[src/rtl/seq_mult_unit_pkg.sv]
// Shared types for the iterative shift-add multiplier.
// Holds the FSM state encoding and the iteration-counter width helper.
package mult_pkg;

   typedef enum logic [1:0] {
      IDLE = 2'd0,
      CALC = 2'd1,
      DONE = 2'd2
   } state_t;

   // Counter must hold 0..WIDTH-1; never narrower than one bit.
   function automatic int cnt_width(input int w);
      return ($clog2(w) < 1) ? 1 : $clog2(w);
   endfunction

endpackage

[src/rtl/seq_mult_unit_twos_abs.sv]
// Conditional two's-complement negate: y = neg ? -x : x (mod 2^WIDTH).
// Used as magnitude extractor for operands and as the final result negate.
module twos_abs #(
   parameter int WIDTH = 8
) (
   input  logic [WIDTH-1:0] x,
   input  logic             neg,
   output logic [WIDTH-1:0] y
);

   assign y = neg ? ((~x) + WIDTH'(1'b1)) : x;

endmodule

[src/rtl/seq_mult_unit.sv]
// Radix-2 shift-add multiplier, WIDTH cycles per product, valid/ready on both sides.
// Signed operands are multiplied as magnitudes and the product sign is restored at the end.
module seq_mult_unit
   import mult_pkg::*;
#(
   parameter int WIDTH     = 8,
   parameter bit SIGNED_EN = 1'b1
) (
   input  logic               clk,
   input  logic               rst_n,
   input  logic               in_valid,
   output logic               in_ready,
   input  logic [WIDTH-1:0]   a,
   input  logic [WIDTH-1:0]   b,
   input  logic               op_signed,
   output logic               out_valid,
   input  logic               out_ready,
   output logic [2*WIDTH-1:0] product,
   output logic               busy
);

   localparam int PW = 2 * WIDTH;
   localparam int CW = cnt_width(WIDTH);

   state_t          state_reg;
   logic [PW-1:0]   mcand_reg;
   logic [WIDTH-1:0] mplier_reg;
   logic [PW-1:0]   acc_reg;
   logic [CW-1:0]   cnt_reg;
   logic            neg_reg;
   logic [PW-1:0]   product_reg;
   logic            in_ready_reg;
   logic            out_valid_reg;
   logic            busy_reg;

   logic             signed_op;
   logic             neg_in;
   logic [WIDTH-1:0] a_abs;
   logic [WIDTH-1:0] b_abs;
   logic [PW-1:0]    acc_next;
   logic [PW-1:0]    result_next;

   assign signed_op = op_signed & SIGNED_EN;
   assign neg_in    = signed_op & (a[WIDTH-1] ^ b[WIDTH-1]);

   // Magnitude of the most negative value wraps to 2^(W-1), which is correct read as unsigned.
   generate
      if (SIGNED_EN) begin : g_signed
         twos_abs #(.WIDTH(WIDTH)) u_abs_a (.x(a), .neg(signed_op & a[WIDTH-1]), .y(a_abs));
         twos_abs #(.WIDTH(WIDTH)) u_abs_b (.x(b), .neg(signed_op & b[WIDTH-1]), .y(b_abs));
      end else begin : g_unsigned
         assign a_abs = a;
         assign b_abs = b;
      end
   endgenerate

   assign acc_next = mplier_reg[0] ? (acc_reg + mcand_reg) : acc_reg;

   twos_abs #(.WIDTH(PW)) u_neg_res (.x(acc_next), .neg(neg_reg), .y(result_next));

   always_ff @(posedge clk or negedge rst_n) begin
      if (!rst_n) begin
         state_reg     <= IDLE;
         mcand_reg     <= '0;
         mplier_reg    <= '0;
         acc_reg       <= '0;
         cnt_reg       <= '0;
         neg_reg       <= 1'b0;
         product_reg   <= '0;
         in_ready_reg  <= 1'b1;
         out_valid_reg <= 1'b0;
         busy_reg      <= 1'b0;
      end else begin
         case (state_reg)
            IDLE: begin
               if (in_valid) begin
                  mcand_reg    <= PW'(a_abs);
                  mplier_reg   <= b_abs;
                  neg_reg      <= neg_in;
                  acc_reg      <= '0;
                  cnt_reg      <= '0;
                  state_reg    <= CALC;
                  in_ready_reg <= 1'b0;
                  busy_reg     <= 1'b1;
               end
            end
            CALC: begin
               // Always runs all WIDTH iterations so latency does not depend on the data.
               acc_reg    <= acc_next;
               mcand_reg  <= {mcand_reg[PW-2:0], 1'b0};
               mplier_reg <= {1'b0, mplier_reg[WIDTH-1:1]};
               cnt_reg    <= cnt_reg + CW'(1);
               if (cnt_reg == CW'(WIDTH - 1)) begin
                  product_reg   <= result_next;
                  out_valid_reg <= 1'b1;
                  state_reg     <= DONE;
               end
            end
            DONE: begin
               if (out_ready) begin
                  out_valid_reg <= 1'b0;
                  busy_reg      <= 1'b0;
                  in_ready_reg  <= 1'b1;
                  state_reg     <= IDLE;
               end
            end
            default: begin
               state_reg     <= IDLE;
               out_valid_reg <= 1'b0;
               busy_reg      <= 1'b0;
               in_ready_reg  <= 1'b1;
            end
         endcase
      end
   end

   assign in_ready  = in_ready_reg;
   assign out_valid = out_valid_reg;
   assign product   = product_reg;
   assign busy      = busy_reg;

endmodule
[config.mk]
export PLATFORM = sky130hd
export DESIGN_NAME = seq_mult_unit
export DESIGN_NICKNAME = d
export VERILOG_FILES = /design/src/rtl/seq_mult_unit_pkg.sv /design/src/rtl/seq_mult_unit_twos_abs.sv /design/src/rtl/seq_mult_unit.sv
export SDC_FILE = /design/constraint.sdc
export NUM_CORES = 1
export LEC_CHECK = 0
export CORE_MARGIN = 5
export CORE_UTILIZATION = 62
export CTS_CLUSTER_DIAMETER = 150
export DETAILED_ROUTE_END_ITERATION = 12
export PLACE_DENSITY = 0.9
export SYNTH_ARGS = -nofsm -noshare
export SYNTH_HDL_FRONTEND = slang
export SYNTH_SLANG_ARGS = --single-unit
[constraint.sdc]
create_clock -name clk -period 4.9 [get_ports clk]
set_input_delay 0.98 -clock clk [delete_from_list [all_inputs] [get_ports clk]]
set_output_delay 0.98 -clock clk [all_outputs]
set_load 0.03 [all_outputs]
==> results of run 1 <==
metal layers:
metal	vias up	share of wire
met3	20	0.053
met1	1710	0.45
met2	122	0.48
met5	-	0
li1	1763	-
met4	0	0.018
kinds of logic (layout without fill, tap and decap cells):
logic type               count (synthesis)  count (layout)  synth area share
AO/OA/AOI/OAI                          150             150             0.241
XOR/XNOR                                31              31            0.0655
adder cells (fa/ha/maj)                 21              21            0.0652
buffers and inverters                   38              75            0.0347
flip-flops                              65              65             0.393
multiplexers                            10              10            0.0256
AND/OR/NAND/NOR                        154             154             0.176
through the flow:
| step | total power [mW] | hold slack [ns] | utilization |
|---|---|---|---|
| after detailed placement | 3.03 | 0.472 | 0.714 |
| after global routing | 3.86 | 0.512 | 0.749 |
| after floorplan | 2.50 | 0.467 | - |
| after global placement | 2.93 | 0.461 | 0.714 |
| final | 3.58 | 0.487 | 0.749 |
| after CTS | 3.57 | 0.488 | 0.749 |
report_power, final:
group	switching (mW)	internal, mW
sequential	0.201	0.774
clock	0.216	0.302
combinational	1.26	0.828
critical path, delay by kind of cell, from the launching register on:
| kind | cells | cell delay (ns) |
|---|---|---|
| compound gates | 6 | 1.63 |
| fa+ha+maj | 2 | 0.68 |
| xor+xnor | 1 | 0.19 |
| flops | 1 | 0.41 |
| simple gates | 2 | 0.39 |
Yosys cell counts, types with 4 or more instances:
master / n
nand2_1: 67
dfrtp_1: 64
o21ai_0: 63
nand3_1: 26
xnor2_1: 26
clkbuf_1: 23
ha_1: 20
nor2_1: 19
a21oi_1: 18
inv_1: 13
a22oi_1: 12
nor3_1: 11
a21o_1: 7
a31oi_1: 7
mux2i_1: 7
nand2b_1: 6
o211ai_1: 5
o31ai_1: 5
xor2_1: 5
nor2b_1: 4
o21ai_1: 4
final timing paths:
path	slack, ns	to	start	cells after the start
setup / recovery	1.47	product[10]	mcand_reg[0]	11
hold / removal	0.49	product[5]	product[5]	2
setup reg to reg	1.47	product[10]	mcand_reg[0]	11
hold reg to reg	0.49	product[5]	product[5]	2
max in group asynchronous	3.56	mplier_reg[3]	rst_n	2
min in group asynchronous	0.81	acc_reg[14]	rst_n	2
cell type report:
| type | count | area [sq um] | share of cell area |
|---|---|---|---|
| clock buffer | 10 | 138 | 0.0286 |
| clock inverter | 6 | 90.1 | 0.0187 |
| inverter | 14 | 52.6 | 0.0109 |
| multi-input combinational | 366 | 2380 | 0.494 |
| sequential | 65 | 1630 | 0.338 |
| tap | 77 | 96.3 | 0.0200 |
| timing repair buffer | 45 | 430 | 0.0894 |
==> impl_metrics.tcl, run 1 <==
set metrics [dict create \
    hold_buffers 0 \
    arrival_ns 3.65 \
    synth.area.top_cells "dfrtp_1 39%, o21ai_0 7.6%, nand2_1 6.1%, ha_1 6.0%, xnor2_1 5.5%" \
    clk_path_buf_depth 2 \
    top_usage_layer "met2" \
    crit_path_top_delay_cell "a2111oi_4" \
    cap_violations 0 \
    grt_pass1_wl_um 16300 \
    final_common_cell "nand2_1" \
    peakVddDrop_v 0.000434 \
    avgSynthCellArea_sq_um 8.84 \
    rsz0062_at_grt "no" \
    grt_usage 0.236 \
    use_met2 0.388 \
    leakage_nw 2.08 \
    synth-async-reset-ratio 1.00 \
    clk_pin_slew_worst_paths_ns 0.07 \
    dp_hpwl_um 6880 \
    final_cells 583 \
    postCtsResizedCells 0 \
    postLayoutCellArea_sq_mm 0.00481 \
    powerDensity_mw_per_mm2 744 \
    ant_nets 0 \
    synth_cells 469 \
    endpoint_kind "register" \
    yosysUniqueCellTypes 61 \
    vias 3615 \
    use_met1 0.307 \
    tightestPinTransition_ns 1.12 \
    synth_nets 511 \
    drive_gt1_frac 0.0692 \
    setup_violations 0 \
    cts_max_level 3 \
    dr.pass1.iters 4 \
    drc_errors 0 \
    avgRoutedWirePerCell_um 16.5 \
    cts_setup_buffers 0 \
    yosys.area.top_type "dfrtp_1" \
    crit_required_ns 5.12 \
    yosys_register_bits 65 \
    numPortBuffers 39 \
    relSlewSlack 0.248 \
    start_util 0.646 \
    fin_ws_ns 1.47 \
    min_period_over_period 0.699 \
    maxSlewViolCount 0 \
    ys_seq_area_frac 0.393 \
    via_per_inst 6.20 \
    rows 29 \
    fin_crit_ns 3.43 \
    use_met3 0.0450 \
    hold_path.class "register to register" \
    critPathKind "register to register" \
    final_cell_mix "67 x nand2_1, 64 x dfrtp_1, 63 x o21ai_0" \
    numCtsBuffers 9 \
    antenna_found_initial 0 \
    overflow 0 \
    synth-main-ff-cell "dfrtp_1" \
    report.final.hold_viol_count 0 \
    outcome "finished, final reports clean" \
    netlist_area_sq_mm 0.00415 \
    cts_sinks 65 \
    cts_root_buf "clkbuf_8" \
    coreArea_sq_mm 0.00642 \
    path_max_fanout 4 \
    tns_ns 0 \
    diodes 0 \
    crit_path_max_incr_delay_ns 0.51 \
    dp.cells 567 \
    fmax_ghz 0.292 \
    synth.top_cell.area_share 0.386 \
    die_x_um 91.8 \
    startpoint_type "register" \
    placed_area_sq_mm 0.00458 \
    wl_um 9600 \
    area_growth_pct 16.1 \
    yosysWarnings 0 \
    first_iter_violations 228 \
    die_height_um 91.8 \
    finalWeightedCongestion 0.924 \
    grt_pass1_vias 3516 \
    worstPathCellList "ha_1 -> fa_1 -> a21o_1 -> a21oi_1 -> o211ai_1 -> a2111oi_4 -> and3_1 -> nand3_1 -> o21ai_0 -> xnor2_1 -> o21ai_0" \
    insertion_delay_ns 0.35 \
    skew_ns 0.00767 \
    n_fill_cell 467 \
    cts_tree "done" \
    crit_path_frequent_cell "o21ai_0" \
    io_pins 40 \
    grt_max_degree 66 \
    synth_edf_count 0 \
    nets 543 \
    die_area_sq_mm 0.00842 \
    dp_slack_ns 1.63 \
]
(Power assumes the default switching activity.)
==> run 2: changes to the inputs <==
--- a/config.mk
+++ b/config.mk
@@ -6,10 +6,10 @@
 export NUM_CORES = 1
 export LEC_CHECK = 0
 export CORE_MARGIN = 5
-export CORE_UTILIZATION = 62
+export CORE_UTILIZATION = 58
 export CTS_CLUSTER_DIAMETER = 150
 export DETAILED_ROUTE_END_ITERATION = 12
-export PLACE_DENSITY = 0.9
+export PLACE_DENSITY = 0.85
 export SYNTH_ARGS = -nofsm -noshare
 export SYNTH_HDL_FRONTEND = slang
 export SYNTH_SLANG_ARGS = --single-unit
==> constraint.sdc (replaced) <==
create_clock -name clk -period 3.2 [get_ports clk]
set_input_delay 0.64 -clock clk [delete_from_list [all_inputs] [get_ports clk]]
set_output_delay 0.64 -clock clk [all_outputs]
set_load 0.03 [all_outputs]
==> impl_metrics.tcl, run 2 (synthesized netlist as in run 1, its figures left out) <==
set metrics [dict create \
    crit_end "product[14]" \
    leakage_nw 2.14 \
    fin_crit_ns 3.12 \
    grt_pass1_vias 3386 \
    die_height_um 94.6 \
    startpoint_type "register" \
    io_pins 40 \
    wl_um 9370 \
    wl_met3_um 709 \
    start_util 0.604 \
    rows 30 \
    worstReg2RegStart "mcand_reg[0]" \
    postLayoutCellArea_sq_mm 0.00491 \
    skew_ns 0.00570 \
    finalPower_mw 5.61 \
    r2r_setup_slack_ns 0.08 \
    drive_gt1_frac 0.0946 \
    cts_sinks 65 \
    cts_root_buf "clkbuf_8" \
    reg2reg_depth 12 \
    tns_ns 0 \
    coreArea_sq_mm 0.00687 \
    numCtsBuffers 9 \
    finalWeightedCongestion 0.952 \
    antenna_found_initial 0 \
    path_buf_inv 1 \
    rsz0062_at_grt "yes" \
    path_depth 12 \
    ant_nets 0 \
    final_common_cell "nand2_1" \
    placed_area_sq_mm 0.00468 \
    powerDensity_mw_per_mm2 1140 \
    via_per_inst 5.89 \
    worstPathCellList "ha_1 -> fa_1 -> a21o_1 -> a221oi_4 -> buf_4 -> o21ai_1 -> xnor2_1 -> mux2i_1 -> nand4b_1 -> o31ai_1 -> xnor2_1 -> o21ai_1" \
    crit_path_max_incr_delay_ns 0.41 \
    hold_buffers 0 \
    fin_ws_ns 0.0763 \
    r2r_end "product[14]" \
    wl_met1_um 4200 \
    drc_errors 0 \
    grt_usage 0.220 \
    wl_met2_um 4390 \
    hold_path.class "input pin to asynchronous set/reset pin" \
    die_area_sq_mm 0.00894 \
    dr.pass1.iters 6 \
    crit_required_ns 3.39 \
    insertion_delay_ns 0.35 \
    cap_violations 0 \
    clk_path_buf_depth 2 \
    area_growth_pct 18.4 \
    relSlewSlack 0.424 \
    peakVddDrop_v 0.000520 \
    avgRoutedWirePerCell_um 15.3 \
    numPortBuffers 39 \
    min_period_over_period 0.976 \
    dp_slack_ns 0.0516 \
    path_max_fanout 3 \
    clk_pin_slew_worst_paths_ns 0.07 \
    nets 555 \
    tightestPinTransition_ns 0.863 \
    grt_pass1_wl_um 15900 \
    startpoint "mcand_reg[0]" \
    critPathKind "register to register" \
    report.final.hold_viol_count 0 \
    cts_max_level 3 \
    cts_tree "done" \
    final_cell_mix "67 x nand2_1, 64 x dfrtp_1, 63 x o21ai_0" \
    setup_violations 0 \
    crit_path_top_delay_cell "fa_1" \
    overflow 0 \
    endpoint_kind "register" \
    dr.max_layer_used "met4" \
    fmax_ghz 0.320 \
    outcome "finished, final reports clean" \
    grt_max_degree 66 \
    arrival_ns 3.32 \
    die_x_um 94.6 \
    diodes 0 \
    vias 3614 \
    first_iter_violations 332 \
    path_delay_family "compound AO/OA/AOI/OAI gates" \
    dp_hpwl_um 6880 \
    maxSlewViolCount 0 \
]
## run 2: power breakdown
part / switching [mW] / leakage (nW) / internal, mW / total (mW)
sequential: 0.312 / 0.824 / 1.19 / 1.50
clock: 0.318 / 0.109 / 0.399 / 0.717
combinational: 1.96 / 1.21 / 1.44 / 3.39
total: 2.59 / 2.14 / 3.02 / 5.61
## run 2: repair_timing
action | 4_1_cts | 5_1_grt
gates resized for setup | 0 | 2
buffers inserted | 0 | 2
endpoints found under the hold margin | 0 | 0
setup endpoints to repair | 0 | 5
## run 2: worst min-delay path by stage
stage                      from     endpoint  slack, ns  cells after the start
floorplan                 rst_n   acc_reg[0]       0.34                      0
global placement     product[1]   product[1]       0.46                      2
detailed placement  product[13]  product[13]       0.47                      2
CTS                       rst_n  product[14]       0.49                      2
global route         product[3]   product[3]       0.52                      2
finish                    rst_n  product[10]       0.46                      2
## run 2: metrics by stage
| stage | instances | hold WS, ns | util |
|---|---|---|---|
| after global placement | 596 | 0.460 | 0.682 |
| after global routing | 614 | 0.524 | 0.715 |
| after floorplan | 469 | 0.344 | - |
| after CTS | 612 | 0.486 | 0.712 |
| after detailed placement | 596 | 0.470 | 0.682 |
| final | 614 | 0.459 | 0.715 |
## run 2: cell type report
type | count | area [sq um]
Multi-Input combinational cell | 366 | 2380
Fill cell | 524 | 1960
Sequential cell | 65 | 1630
Timing Repair Buffer | 57 | 520
Clock buffer | 11 | 151
Tap cell | 96 | 120
Clock inverter | 5 | 53.8
Inverter | 14 | 52.6
## run 2: routing by layer
metal	vias to the layer above	track usage
li1	1783	-
met1	1707	0.296
met5	-	0
met4	0	0.0553
met3	8	0.0590
met2	116	0.355
